$ cat config.mk
export PLATFORM = sky130hd
export DESIGN_NAME = alu_arbiter
export DESIGN_NICKNAME = d
export VERILOG_FILES = /design/src/rtl/alu_arb_pkg.sv /design/src/rtl/alu.sv /design/src/rtl/alu_arb_pick.sv /design/src/rtl/alu_arbiter.sv
export SDC_FILE = /design/constraint.sdc
export NUM_CORES = 1
export LEC_CHECK = 0
export ABC_AREA = 1
export CAP_MARGIN = 0
export CORE_UTILIZATION = 40
export DETAILED_ROUTE_END_ITERATION = 8
export GPL_TIMING_DRIVEN = 0
export PLACE_DENSITY = 0.74
export SYNTH_ARGS = -nofsm -noshare
export SYNTH_HDL_FRONTEND = slang
export SYNTH_HIERARCHICAL = 1
export SYNTH_SLANG_ARGS = --single-unit
$ cat constraint.sdc
create_clock -name clk -period 4.2 [get_ports clk]
set_input_delay 1.26 -clock clk [delete_from_list [all_inputs] [get_ports clk]]
set_output_delay 1.26 -clock clk [all_outputs]
set_load 0.05 [all_outputs]
$ cat src/rtl/alu_arb_pkg.sv
// Shared types and constants for the ALU arbiter slice.
package alu_arb_pkg;
  localparam int ALU_W = 8;

  typedef logic [2:0] alu_op_t;

  typedef enum logic [1:0] {
    IDLE,
    EXEC,
    RESP
  } arb_state_t;
endpackage

$ cat src/rtl/alu.sv
// Shared combinational 8-bit ALU; zero flag reflects the result.
module alu (
  input  logic [7:0] i_a,
  input  logic [7:0] i_b,
  input  logic [2:0] i_op,
  output logic [7:0] o_result,
  output logic       o_zero
);
  always_comb begin
    o_result = 8'h00;
    case (i_op)
      3'b000:  o_result = i_a + i_b;
      3'b001:  o_result = i_a - i_b;
      3'b010:  o_result = i_a & i_b;
      3'b011:  o_result = i_a | i_b;
      3'b100:  o_result = i_a ^ i_b;
      3'b101:  o_result = i_a << i_b[2:0];
      3'b110:  o_result = i_a >> i_b[2:0];
      default: o_result = i_a;
    endcase
  end

  assign o_zero = (o_result == 8'h00);
endmodule

$ cat src/rtl/alu_arb_pick.sv
// Grant selection: round-robin from i_rr with ALU_ARB_RR_EN, else lowest index wins.
module alu_arb_pick #(
  parameter int N_REQ = 2
) (
  input  logic [N_REQ-1:0]         i_valid,
`ifdef ALU_ARB_RR_EN
  input  logic [$clog2(N_REQ)-1:0] i_rr,
`endif
  output logic                     o_valid,
  output logic [$clog2(N_REQ)-1:0] o_idx
);
  localparam int IW = $clog2(N_REQ);

  always_comb begin
    int j;
    j       = 0;
    o_valid = 1'b0;
    o_idx   = '0;
    for (int k = 0; k < N_REQ; k++) begin
`ifdef ALU_ARB_RR_EN
      // Walk upward from the pointer, wrapping back to requester 0.
      j = int'(i_rr) + k;
      if (j >= N_REQ) j = j - N_REQ;
`else
      j = k;
`endif
      if (!o_valid && i_valid[j]) begin
        o_valid = 1'b1;
        o_idx   = IW'(j);
      end
    end
  end
endmodule

$ cat src/rtl/alu_arbiter.sv
// Shares one ALU between N_REQ valid/ready requesters, one operation in flight.
// Define ALU_ARB_RR_EN for round-robin arbitration; default is fixed priority.
module alu_arbiter
  import alu_arb_pkg::*;
#(
  parameter int N_REQ = 2,
  parameter int W     = ALU_W
) (
  input  logic                           clk,
  input  logic                           rst,
  input  logic [N_REQ-1:0]               req_valid,
  output logic [N_REQ-1:0]               req_ready,
  input  alu_op_t [N_REQ-1:0]            req_op,
  input  logic [N_REQ-1:0][W-1:0]        req_a,
  input  logic [N_REQ-1:0][W-1:0]        req_b,
  output logic [N_REQ-1:0]               rsp_valid,
  input  logic [N_REQ-1:0]               rsp_ready,
  output logic [W-1:0]                   rsp_result,
  output logic                           rsp_zero,
  output logic                           busy,
  output logic [$clog2(N_REQ)-1:0]       gnt_id
);
  localparam int IW = $clog2(N_REQ);

  arb_state_t      r_state, w_next;
  alu_op_t         r_op;
  logic [W-1:0]    r_a, r_b, r_result;
  logic            r_zero;
  logic [IW-1:0]   r_gnt;
  logic            w_pick_valid;
  logic [IW-1:0]   w_pick_idx;
  logic [W-1:0]    w_alu_result;
  logic            w_alu_zero;
  logic            w_rsp_hs;

`ifdef ALU_ARB_RR_EN
  logic [IW-1:0]   r_rr;
`endif

  alu_arb_pick #(.N_REQ(N_REQ)) u_pick (
    .i_valid (req_valid),
`ifdef ALU_ARB_RR_EN
    .i_rr    (r_rr),
`endif
    .o_valid (w_pick_valid),
    .o_idx   (w_pick_idx)
  );

  alu u_alu (
    .i_a      (r_a),
    .i_b      (r_b),
    .i_op     (r_op),
    .o_result (w_alu_result),
    .o_zero   (w_alu_zero)
  );

  assign w_rsp_hs = rsp_ready[r_gnt];

  always_comb begin
    w_next = r_state;
    case (r_state)
      IDLE:    if (w_pick_valid) w_next = EXEC;
      EXEC:    w_next = RESP;
      RESP:    if (w_rsp_hs) w_next = IDLE;
      default: w_next = IDLE;
    endcase
  end

  always_ff @(posedge clk) begin
    if (rst) r_state <= IDLE;
    else     r_state <= w_next;
  end

  always_ff @(posedge clk) begin
    if (rst) begin
      r_op     <= '0;
      r_a      <= '0;
      r_b      <= '0;
      r_gnt    <= '0;
      r_result <= '0;
      r_zero   <= 1'b0;
`ifdef ALU_ARB_RR_EN
      r_rr     <= '0;
`endif
    end else begin
      case (r_state)
        IDLE: if (w_pick_valid) begin
          r_op  <= req_op[w_pick_idx];
          r_a   <= req_a[w_pick_idx];
          r_b   <= req_b[w_pick_idx];
          r_gnt <= w_pick_idx;
        end
        EXEC: begin
          r_result <= w_alu_result;
          r_zero   <= w_alu_zero;
        end
        RESP: begin
`ifdef ALU_ARB_RR_EN
          if (w_rsp_hs) begin
            if (r_gnt == IW'(N_REQ - 1)) r_rr <= '0;
            else                         r_rr <= r_gnt + 1'b1;
          end
`endif
        end
        default: ;
      endcase
    end
  end

  // Handshake outputs are forced idle while reset is held so no transfer appears to complete.
  always_comb begin
    req_ready = '0;
    rsp_valid = '0;
    busy      = 1'b0;
    if (!rst) begin
      if (r_state == IDLE && w_pick_valid) req_ready[w_pick_idx] = 1'b1;
      if (r_state == RESP)                 rsp_valid[r_gnt]      = 1'b1;
      busy = (r_state != IDLE);
    end
  end

  assign rsp_result = r_result;
  assign rsp_zero   = r_zero;
  assign gnt_id     = r_gnt;
endmodule

# Word-level counts from Yosys, hierarchy flattened

Cells that the tools add are included.

Multiply operators: 0
Magnitude comparators: 4
Equality and inequality tests: 10
Shift-type cells: 2
Add/subtract/negate cells: 2
Bitwise logic cells: 3
Reductions and logical operators: 11
Div/mod/pow operators: 0
Mux-type cells: 24

Operators by type and width:

| kind                                                 | count |
|---|---|
| one-hot mux 8 bit (7 select lines)                   | 1 |
| two-way mux 8 bit                                    | 4 |
| two-way mux 2 bit                                    | 6 |
| equality test 3 bit (second input constant)          | 3 |
| adder 8 bit                                          | 1 |
| bitwise AND 8 bit                                    | 1 |
| logical NOT 8 bit                                    | 1 |
| two-way mux 1 bit                                    | 8 |
| bitwise OR 8 bit                                     | 1 |
| << shifter 8 x 3 -> 8 bit                            | 1 |
| >> shifter 8 x 3 -> 8 bit                            | 1 |
| subtractor 8 bit                                     | 1 |
| XOR 8 bit                                            | 1 |
| equality test 3 x 2 -> 1 bit (second input constant) | 2 |
| two-way mux 3 bit                                    | 2 |
| one-hot mux 2 bit (3 select lines)                   | 1 |
| logical AND 1 bit                                    | 4 |
| < comparator 1 x 2 -> 1 bit (second input constant)  | 2 |
| inequality test 2 bit (second input constant)        | 2 |
| AND reduction 2 bit                                  | 2 |
| equality test 3 x 1 -> 1 bit (second input constant) | 1 |
| logical NOT 3 bit                                    | 1 |
| demux 1 bit (select 1 bit)                           | 2 |
| equality test 2 x 1 -> 1 bit (second input constant) | 1 |
| other kinds (5)                                      | 6 |

Logic and storage cells: 63
Output and inout bits: 15
Latch bits: 0
Register bits: 31
Memory bits (read-only): 0
Memories kept: 0
Input bits: 44
RAM bits: 0

# Longest topological paths before layout

Gate-level depths: netlist (run 1).

Word-level depth: 10
Depth in mapped cells: 24
Depth with buffers taken out: 22

# Cells and area by module

The synthesis (run 1) kept the hierarchy.

Modules (own cells, without submodules):

| module       | times used | area each (um^2) | sequential area each (um^2) | cells each |
|---|---|---|---|---|
| alu          | 1          | 1684.1           | 0.0                         | 327 |
| alu_arbiter  | 1          | 1461.4           | 620.6                       | 207 |
| alu_arb_pick | 1          | 15.0             | 0.0                         | 4 |

# Least setup slack after synthesis (run 1)

OpenSTA, ideal clock, no wires.

Kind: input -> output
Start point: in req_valid[1]
End point: out req_ready[0]
Buffers on the path: 1
Setup slack: 0.284 ns
Arrival time: 2.656 ns
Stages: 5
Required time: 2.940 ns
Path through: inv_1 > nand2_1 > nand2_2 > buf_4 > nor3_1

Elaborated cells on any way between the ends: 11
Those cells by class: 2 x order compare; 6 x mux; 3 x reduce/logical

RTL lines:

| what              | RTL line           | source |
|---|---|---|
| from (decl)       | alu_arbiter.sv:11  | `input logic [N_REQ-1:0] req_valid,` |
| logical AND 1 bit | alu_arb_pick.sv:27 | `if (!o_valid && i_valid[j]) begin` |
| two-way mux 1 bit | alu_arb_pick.sv:27 |  |
| net w_pick_valid  | alu_arbiter.sv:30  | `logic w_pick_valid;` |
| logical AND 1 bit | alu_arbiter.sv:116 | `if (r_state == IDLE && w_pick_valid) req_ready[w_pick_idx] = 1'b1;` |
| two-way mux 2 bit | alu_arbiter.sv:116 |  |
| two-way mux 2 bit | alu_arbiter.sv:115 | `if (!rst) begin` |
| to (decl)         | alu_arbiter.sv:12  | `output logic [N_REQ-1:0] req_ready,` |

The timed path passes the listed nets, and every way through them passes these cells.

# Final worst setup path (run 1)

Start point: in req_valid[0]
End point: out req_ready[0]

Elaborated cells on any way between the ends: 13
Those cells by class: 2 x order compare; 7 x mux; 4 x reduce/logical

RTL lines:

| what                | RTL line |
|---|---|
| two-way mux 1 bit * | alu_arb_pick.sv:27 |
| logical NOT 1 bit   | alu_arb_pick.sv:27 |
| logical AND 1 bit   | alu_arb_pick.sv:27 |
| two-way mux 1 bit * | alu_arb_pick.sv:27 |
| net w_pick_valid    | alu_arbiter.sv:30 |
| logical AND 1 bit * | alu_arbiter.sv:116 |
| two-way mux 2 bit * | alu_arbiter.sv:116 |
| two-way mux 2 bit * | alu_arbiter.sv:115 |

The timed path passes the listed nets; every way through them passes the cells marked *.

==> metrics.md, run 1 <==
| Metric | Value |
|---|---|
| Status | finished, final reports clean |
| Util after Layout | 51.8% |
| Final Hold Viols | 0 |
| # setup viols final | 0 |
| Fin Clk Skew | just under 8 ps |
| Crit path capture type | output port |
| GPL Wtd Cong | between 0.9 and 1 |
| Yosys reg bits | 31 |
| Core ar. | between 7000 and 8000 sq um |
| CP max FO | 10 |
| Total gr overflow | 0 |
| Post-DP HPWL | 7170 um |
| Number of max-cap violations | 0 |
| # IOs | a little under 60 |
| Initial antenna violation count | 0 |
| Wl on met1 | 4150 um |
| CP startpoint kind | primary input |
| Worst-Margin Slew | 505 ps |
| Net count, final | 673 |
| HP Class | register to register |
| Detail Route met2 WL | 4000 um |
| Vias | 3487 |
| Initial Util | 41.1% |
| Avg Vias per Cell | 4.94 |
| Placed inst area | 3870 sq um |
| Commonest non-fill, non-tap cell in the layout | nand2_1 |
| Synth-to-Final Area Change | 26.0% |
| EDFF count, synth | 0 |
| Maximum VDD drop | about 180 uV |
| Die area | 8260 sq um |
| Worst R2R Start | r_b[1] |
| CTS Hold Buffers Added | 0 |
| Layout cells sized above 1 | 10.6% |
| Worst-case reg-to-reg path depth | 23 |
| Cell variety after synth | 36 |
| Worst hold path stage count | 2 |
| Hold Path Sink | r_op[2] |
| Num CTS Buffers | 5 |
| Required time of the critical path | 2940 ps |
| Synthesized area per cell | 5.87 sq um |
| Synth Instances | 538 |
| RSZ-0062 raised after global routing | no |
| Initial DRC Count | 250 |
| Fillcell total | about 820 |
| H-tree Lvls | 2 |
| Yosys warns | 6 |
| CP Class | primary input to output port |
| Core Rows | 32 |
| Area of the multi-input gates | 2150 sq um |
| CTS tree | done |
| Tot GR Track Use | between 20% and 30% |
| Min Tclk post-route | 4080 ps |
| DRC viols | 0 |
| Final Cycle Share | between 90% and 100% |
| Max-slew violation count | 0 |
| Post-Syn Area | 3160 sq um |
| R2r endpoint | rsp_zero |
| Sequential share of the synthesized area | 19.6% |
| Wirelength per Cell | roughly 12 um |
| Final Routed Wirelength | roughly 8800 um |
| Reg2reg setup slack | 970 ps |
| Post-Layout Cell Count | 706 |
| Syn nets | just over 600 |
| Largest net degree at the start of global routing | 13 |
| Antenna viol nets, final | 0 |
| Hold wc startpoint | r_op[2] |
| Worst skew pair latency | 280 ps |
| FMAX | approximately 0.24 GHz |
| Fin area | 3980 sq um |
| Dpl cells | 698 |
| Die span in y | 90.9 um |
| Worst slew margin | about 66% |
| Register area | 621 sq um |
| Predominant post-synthesis flop cell | dfxtp_1 |
| Design Power | 1330 uW |
| Synth async-reset ratio | 0% |
| DR pass1 iterations | 5 |
| Clock root buffer | clkbuf_8 |
| Uppermost layer routed | met4 |
| Most frequent cells in the layout | nand2_1, inv_1, nand3_1, clkdlybuf4s50_1, nor2_1 |
| Die X | 90.9 um |
| Vias in the first global route | 3173 |
| Clock sinks | 31 |
| Diodes inserted | 0 |
| Max Root-Sink Buffers | 2 |
| PwrDens | around 330 nW/um^2 |
| Routed met3 length | 431 um |
| Buffers on Ports | 58 |
| Total leakage power | between 0.002 and 0.0025 uW |
| Worst EP arrival | 2820 ps |
| First-pass GRT wire length | 14800 um |
| Clock Pin Slew Worst Setup and Hold Paths | 60 ps |
timing repair:
| action | in CTS | in global routing |
|---|---|---|
| setup buffers | 0 | 0 |
| resized for setup | 3 | 4 |
| endpoints found under the setup margin | 3 | 3 |
how the worst max path moves through the flow:
stage | start | to | slack, ps | cells past startpoint
global route | req_valid[0] | req_ready[0] | 30 | 7
global placement | req_valid[1] | req_ready[1] | -240 | 7
floorplan | req_valid[1] | req_ready[0] | 280 | 5
finish | req_valid[0] | req_ready[0] | 120 | 7
detailed placement | req_valid[1] | req_ready[1] | -260 | 7
CTS | req_valid[1] | req_ready[1] | 0.7 | 7
cells by family (layout without fill, tap and decap cells):
kind of cell    Yosys count  after routing  synth area share (%)
flops                    31             31                  19.6
xor+xnor                  6              6                  1.66
buf+inv                  88            154                  12.4
simple gates            339            339                  46.8
fa+ha+maj                26             26                  10.5
compound gates           48             48                  8.99
cell type report:
class | instances | share of cell area [%]
Clock inverter | 2 | 0.879
Buffer | 16 | 2.83
Timing Repair Buffer | 58 | 14.5
Multi-Input combinational cell | 419 | 54.0
Clock buffer | 6 | 2.07
Tap cell | 102 | 3.20
Sequential cell | 31 | 15.6
Inverter | 72 | 6.97
state kept, by name, summed over array words and instances (netlist names):
register,flops
r_a,8
gnt_id,1
r_state,2
r_op,3
rsp_result,8
rsp_zero,1
r_b,8
stage by stage:
| stage | hold WS [ps] | TNS, ps | setup WS (ps) |
|---|---|---|---|
| final | 477 | 0 | 116 |
| after global routing | 505 | 0 | 27.9 |
| after CTS | 478 | 0 | 0.703 |
| after detailed placement | 467 | -485 | -265 |
| after global placement | 464 | -453 | -237 |
| after floorplan | 452 | 0 | 284 |
routing by layer:
metal / up-vias / GRT usage, %
li1: 1831 / -
met1: 1517 / 29.0
met2: 125 / 37.6
met3: 14 / 1.94
met4: 0 / 7.80
met5: - / 0
Yosys cell counts (2+ instances only):
library cell	count	area, sq um
inv_2	6	22.5
nor2_2	4	25.0
nand3_1	58	290
xor2_1	6	52.6
nand2_1	189	709
o21ai_0	16	80.1
a21oi_1	17	85.1
nand2_2	11	68.8
nand4_1	10	62.6
nor2_1	50	188
dfxtp_1	31	621
buf_4	3	22.5
nor3_1	6	30.0
buf_6	2	22.5
nand3_2	3	30.0
or2_2	2	12.5
clkbuf_1	2	7.51
ha_1	25	313
inv_1	64	240
a21oi_2	10	87.6
buf_2	7	35.0
o22ai_1	2	12.5
critical path, stage by stage:
cell	delay [ps]
clkdlybuf4s50_1	480
inv_1	40
nand2_1	90
nand2_2	90
buf_4	180
nor3_1	120
dlygate4sd2_1	550
power breakdown:
group | total [uW] | internal (uW) | switching (uW)
clock network | 301 | 192 | 110
registers | 367 | 324 | 42.7
logic | 661 | 250 | 411
No activity file was read; power rests on OpenSTA's default activity.
==> inputs of run 2 (changes only) <==
Settings changed: CAP_MARGIN 0 to default, GPL_TIMING_DRIVEN 0 to 1.
==> run 2 against run 1 <==
Critical path depth down 2. Die area unchanged. Clock power decreased by 23%. Core utilization shrank 0.85 points. Cell count shrank 1.7%. Non-clock buffer count fell by 11. Maximum frequency up 7.2%. Global-route usage is 0.92 points lower. Critical path type unchanged. Largest power group unchanged.
==> metrics.md, run 2 (synthesis results as in run 1) <==
| Metric | Value |
|---|---|
| Buffers on Ports | 58 (unchanged) |
| Crit path capture type | output port |
| Fin Clk Skew | 7.13 ps (-0.678 ps) |
| Number of max-cap violations | 0 (unchanged) |
| Core ar. | 7690 sq um (unchanged) |
| Num CTS Buffers | 5 (unchanged) |
| Status | finished, final reports clean |
| DP Worst Slack | 389 ps (+654 ps) |
| Worst slew margin | 66.4% (+0.20 points) |
| Die X | 90.9 um (unchanged) |
| Max-slew violation count | 0 (unchanged) |
| Maximum VDD drop | 150 uV (-15%) |
| Net count, final | 662 (-1.6%) |
| PwrDens | 318 nW/um^2 (-4.7%) |
| Routed met3 length | 451 um (+4.6%) |
| Required time of the critical path | 2940 ps (about the same) |
| Worst EP arrival | 2550 ps (-270 ps) |
| Design Power | 1250 uW (-6.2%) |
| Wirelength per Cell | 12.1 um (-3.1%) |
| Die span in y | 90.9 um (unchanged) |
| Max Root-Sink Buffers | 2 (unchanged) |
| H-tree Lvls | 2 (unchanged) |
| Clock Pin Slew Worst Setup and Hold Paths | 60 ps (about the same) |
| CP Class | primary input to output port |
| Die area | 8260 sq um (unchanged) |
| Total leakage power | 0.00196 uW (-4.3%) |
| Initial DRC Count | 260 (+4.0%) |
| RSZ-0062 raised after global routing | no |
| DRC viols | 0 (unchanged) |
| Core Rows | 32 (unchanged) |
| Hold Path Sink | rsp_result[3] |
| Setup slack after layout | 391 ps (+275 ps) |
| Vias in the first global route | 3067 (-3.3%) |
| Final Hold Viols | 0 (unchanged) |
| Clock sinks | 31 (unchanged) |
| Worst R2R Start | r_b[1] |
| R2r endpoint | rsp_zero |
| Uppermost layer routed | met4 |
| Largest net degree at the start of global routing | 21 (+8) |
| HP Class | register to register |
| CTS Hold Buffers Added | 0 (unchanged) |
| Post-cts resize count | 0 (-3) |
| First-pass GRT wire length | 14200 um (-4.2%) |
| Clock root buffer | clkbuf_8 |
| Hold wc startpoint | rsp_result[3] |
| Post-DP HPWL | 6780 um (-5.5%) |
| Post-CTS Setup Bufs | 0 (unchanged) |
| Vias | 3397 (-2.6%) |
| # setup viols final | 0 (unchanged) |
| Wl on met1 | 3960 um (-4.6%) |
| Worst skew pair latency | 280 ps (about the same) |
| Worst hold path stage count | 2 (unchanged) |
| CTS tree | done |
| Tot GR Track Use | 21.2% (-0.92 points) |
| Min Tclk post-route | 3810 ps (-275 ps) |
| Most frequent cells in the layout | nand2_1, inv_1, nand3_1, clkdlybuf4s50_1, nor2_1 |
| Initial Util | 41.1% (unchanged) |
| DR pass1 iterations | 5 (unchanged) |
| Synth-to-Final Area Change | 24.0% |
| Total gr overflow | 0 (unchanged) |
| Antenna viol nets, final | 0 (unchanged) |
| Worst-Margin Slew | 502 ps (-2.99 ps) |
| # IOs | 59 (unchanged) |
| Final Routed Wirelength | 8370 um (-4.8%) |
| Diodes inserted | 0 (unchanged) |
| GPL Wtd Cong | 1.00 (+9.1%) |
| CP max FO | 11 (+1) |
| Final Cycle Share | 90.7% (-6.5 points) |
| Commonest non-fill, non-tap cell in the layout | nand2_1 |
| FMAX | 0.263 GHz (+7.2%) |
| Avg Vias per Cell | 4.89 (-0.90%) |
| Detail Route met2 WL | 3700 um (-7.5%) |
| Reg2reg setup slack | 1210 ps (+240 ps) |
| CP startpoint kind | primary input |
| WHS | 513 ps (+35.9 ps) |
| Setup TNS | 0 ps (unchanged) |
| Layout cells sized above 1 | 9.80% (-0.80 points) |
| Worst-case reg-to-reg path depth | 21 (-8.7%) |
| Initial antenna violation count | 0 (unchanged) |
==> run 2: cell types whose count changed in the layout (fill, tap and decap cells not counted) <==
cell            change
dlygate4sd2_1       -2
clkbuf_2            -2
bufinv_16           -1
dlymetal6s2s_1      -2
buf_4               +3
clkbuf_1            -2
buf_6               -2
buf_12              +3
buf_2               -7
==> run 2: metrics by stage <==
stage	util, %	area, sq um	cells
6_report	51.0	3920	694
5_1_grt	51.0	3920	694
3_3_place_gp	49.8	3830	687
3_5_place_dp	49.8	3830	687
2_1_floorplan	-	3160	538
4_1_cts	51.0	3920	694
==> run 2: worst max path at each step <==
| stage | from | to | slack, ps |
|---|---|---|---|
| 2_1_floorplan | req_valid[1] | req_ready[0] | 280 |
| 3_3_place_gp | rst | rsp_valid[0] | 440 |
| 3_5_place_dp | rst | rsp_valid[1] | 390 |
| 5_1_grt | rst | rsp_valid[0] | 280 |
| 4_1_cts | rst | rsp_valid[1] | 390 |
| 6_report | rst | rsp_valid[1] | 390 |
==> run 2: worst max-delay path, cell delays in order <==
cell and delay [ps]:
clkdlybuf4s50_1 490, inv_1 250, nand3_1 170, nor2_1 210
buf_12 170
==> run 2: layer usage <==
layer | vias up | global-route usage (%)
li1 | 1809 | -
met1 | 1456 | 28.5
met2 | 113 | 33.5
met3 | 19 | 3.11
met4 | 0 | 9.13
met5 | - | 0
==> run 2: power breakdown <==
part	total, uW	switching [uW]	internal [uW]
clock	232	104	128
sequential	370	46.0	324
combinational	644	400	244
==> run 2: layout make-up <==
cell class / count / area [sq um]
clock buffers: 6 / 82.6
multi-input cells: 419 / 2150
inverters: 72 / 278
fillers: 794 / 3770
repair buffers: 63 / 656
well taps: 102 / 128
clock inverters: 1 / 5.00
flip-flops and latches: 31 / 621
==> inputs of run 3 (changes only) <==
Settings changed: CTS_BUF_LIST from default to sky130_fd_sc_hd__clkbuf_4.
==> run 3 against run 2 <==
Final area down 1.1%. Power down 6.4%. Register-to-register slack worse by 50 ps. Critical endpoint unchanged. First-iteration DRC count up 0.38%. Worst setup slack better by 1.9 ps. Sequential power about the same. Combinational power about the same. Hold slack better by 8.6 ps. Core utilization down 0.54 points. Largest power group unchanged. Critical path depth unchanged. Non-clock buffer count unchanged. Highest routed layer unchanged.
==> metrics.md, run 3 (synthesis results as in run 1) <==
| Metric | Value |
|---|---|
| Status | finished, final reports clean |
| Post-cts resize count | 0 (unchanged) |
| CP Class | primary input to output port |
| # IOs | 59 (unchanged) |
| Die span in y | 90.9 um (unchanged) |
| Worst-Margin Slew | 502 ps (-0.0944 ps) |
| Initial antenna violation count | 0 (unchanged) |
| Worst skew pair latency | 320 ps (+40 ps) |
| Most frequent cells in the layout | nand2_1, inv_1, nand3_1, clkdlybuf4s50_1, nor2_1 |
| CP max FO | 11 (unchanged) |
| First-pass GRT wire length | 14100 um (-0.54%) |
| Num CTS Buffers | 5 (unchanged) |
| Vias | 3418 (+0.62%) |
| Initial DRC Count | 261 (+0.38%) |
| P_int | 627 uW (-10%) |
| Fin Clk Skew | 15.5 ps (+8.42 ps) |
| Wirelength per Cell | 12.0 um (-0.26%) |
| Avg Vias per Cell | 4.93 (+0.62%) |
| Antenna viol nets, final | 0 (unchanged) |
| Vias in the first global route | 3073 (+0.20%) |
| Die X | 90.9 um (unchanged) |
| CTS tree | done |
| FMAX | 0.263 GHz (about the same) |
| Post-CTS Setup Bufs | 0 (unchanged) |
| Clock sinks | 31 (unchanged) |
| Post-Layout Cell Count | 694 (unchanged) |
| RSZ-0062 raised after global routing | no |
| PwrDens | 301 nW/um^2 (-5.4%) |
| Sw frac | 46.2% (+2.1 points) |
| Worst EP arrival | 2550 ps (about the same) |
| Final Cycle Share | 90.6% (about the same) |
| Min Tclk post-route | 3810 ps (-1.89 ps) |
| Fillcell total | 797 (+0.38%) |
| Initial Util | 41.1% (unchanged) |
| Commonest non-fill, non-tap cell in the layout | nand2_1 |
| Max Root-Sink Buffers | 2 (unchanged) |
| HP Class | register to register |
| Diodes inserted | 0 (unchanged) |
| Buffers on Ports | 58 (unchanged) |
| Largest net degree at the start of global routing | 21 (unchanged) |
| Design Power | 1170 uW (-6.4%) |
| Layout cells sized above 1 | 9.63% (-0.17 points) |
| Clock root buffer | clkbuf_4 |
| Die area | 8260 sq um (unchanged) |
| # setup viols final | 0 (unchanged) |
| Tot GR Track Use | 20.9% (-0.28 points) |
| H-tree Lvls | 2 (unchanged) |
| Total gr overflow | 0 (unchanged) |
| GPL Wtd Cong | 1.00 (unchanged) |
| Setup TNS | 0 ps (unchanged) |
| Max-slew violation count | 0 (unchanged) |
| CP startpoint kind | primary input |
| Synth-to-Final Area Change | 22.7% |
| Core ar. | 7690 sq um (unchanged) |
| Core Rows | 32 (unchanged) |
| Crit path capture type | output port |
| Dpl cells | 687 (unchanged) |
| Comb pwr share | 55.2% (+3.5 points) |
| NetSw | 540 uW (-1.9%) |
| Required time of the critical path | 2940 ps (about the same) |
| Final Routed Wirelength | 8350 um (-0.26%) |
| Maximum VDD drop | 208 uV (+38%) |
| CTS Hold Buffers Added | 0 (unchanged) |
| Clock share of power | 13.1% (-5.5 points) |
| Net count, final | 662 (unchanged) |
| Total leakage power | 0.00195 uW (-0.95%) |
| Number of max-cap violations | 0 (unchanged) |
| Post-DP HPWL | 6780 um (unchanged) |
| Clock Pin Slew Worst Setup and Hold Paths | 90 ps (+30 ps) |
| Worst slew margin | 66.4% (about the same) |
| DR pass1 iterations | 5 (unchanged) |
| Final Hold Viols | 0 (unchanged) |
| DRC viols | 0 (unchanged) |
| Sequential Power Share | 31.7% (+2.0 points) |
## run 3: changes by cell type in the layout (fill, tap and decap cells not counted)
cell      delta
clkbuf_4     +5
clkbuf_8     -6
clkinv_1     +1
## run 3: metal layers
metal	part of all wire, %	vias to the layer above	wire (um)	global-route usage, %
li1	-	1812	-	-
met1	47	1470	3950	28.3
met2	44	117	3710	33.4
met3	5.4	19	453	2.95
met4	2.9	0	238	7.80
met5	0	-	0	0
## run 3: power by group through the flow
stage / logic, uW / registers, uW / clock network [uW]
global route: 728 / 375 / 173
detailed placement: 641 / 376 / 0
global placement: 630 / 376 / 0
floorplan: 439 / 397 / 0
finish: 644 / 370 / 153
CTS: 643 / 369 / 160
## run 3: layout make-up
cell class	instances	area, sq um	area share (%)
clock buffers	5	37.5	0.968
flip-flops and latches	31	621	16.0
clock inverters	2	8.76	0.226
well taps	102	128	3.29
repair buffers	63	656	16.9
multi-input cells	419	2150	55.4
inverters	72	278	7.16
## run 3: path summary, 6_finish.rpt
check        slack, ps            end  cells after the start          start
max                390   rsp_valid[1]                      5            rst
min                520  rsp_result[3]                      2  rsp_result[3]
max reg2reg       1160       rsp_zero                     21         r_b[1]
min reg2reg        520  rsp_result[3]                      2  rsp_result[3]
## run 3: stage by stage
stage          utilization [%]  instance area, sq um  hold WS, ps  worst slack (ps)
6_report                  50.4                  3880          522               393
5_1_grt                   50.4                  3880          560               280
3_3_place_gp              49.8                  3830          502               441
4_1_cts                   50.4                  3880          528               385
3_5_place_dp              49.8                  3830          505               389
2_1_floorplan                -                  3160          452               284
## run 3: critical path, stage by stage
cell	delay, ps
clkdlybuf4s50_1	490
inv_1	250
nand3_1	170
nor2_1	210
buf_12	170
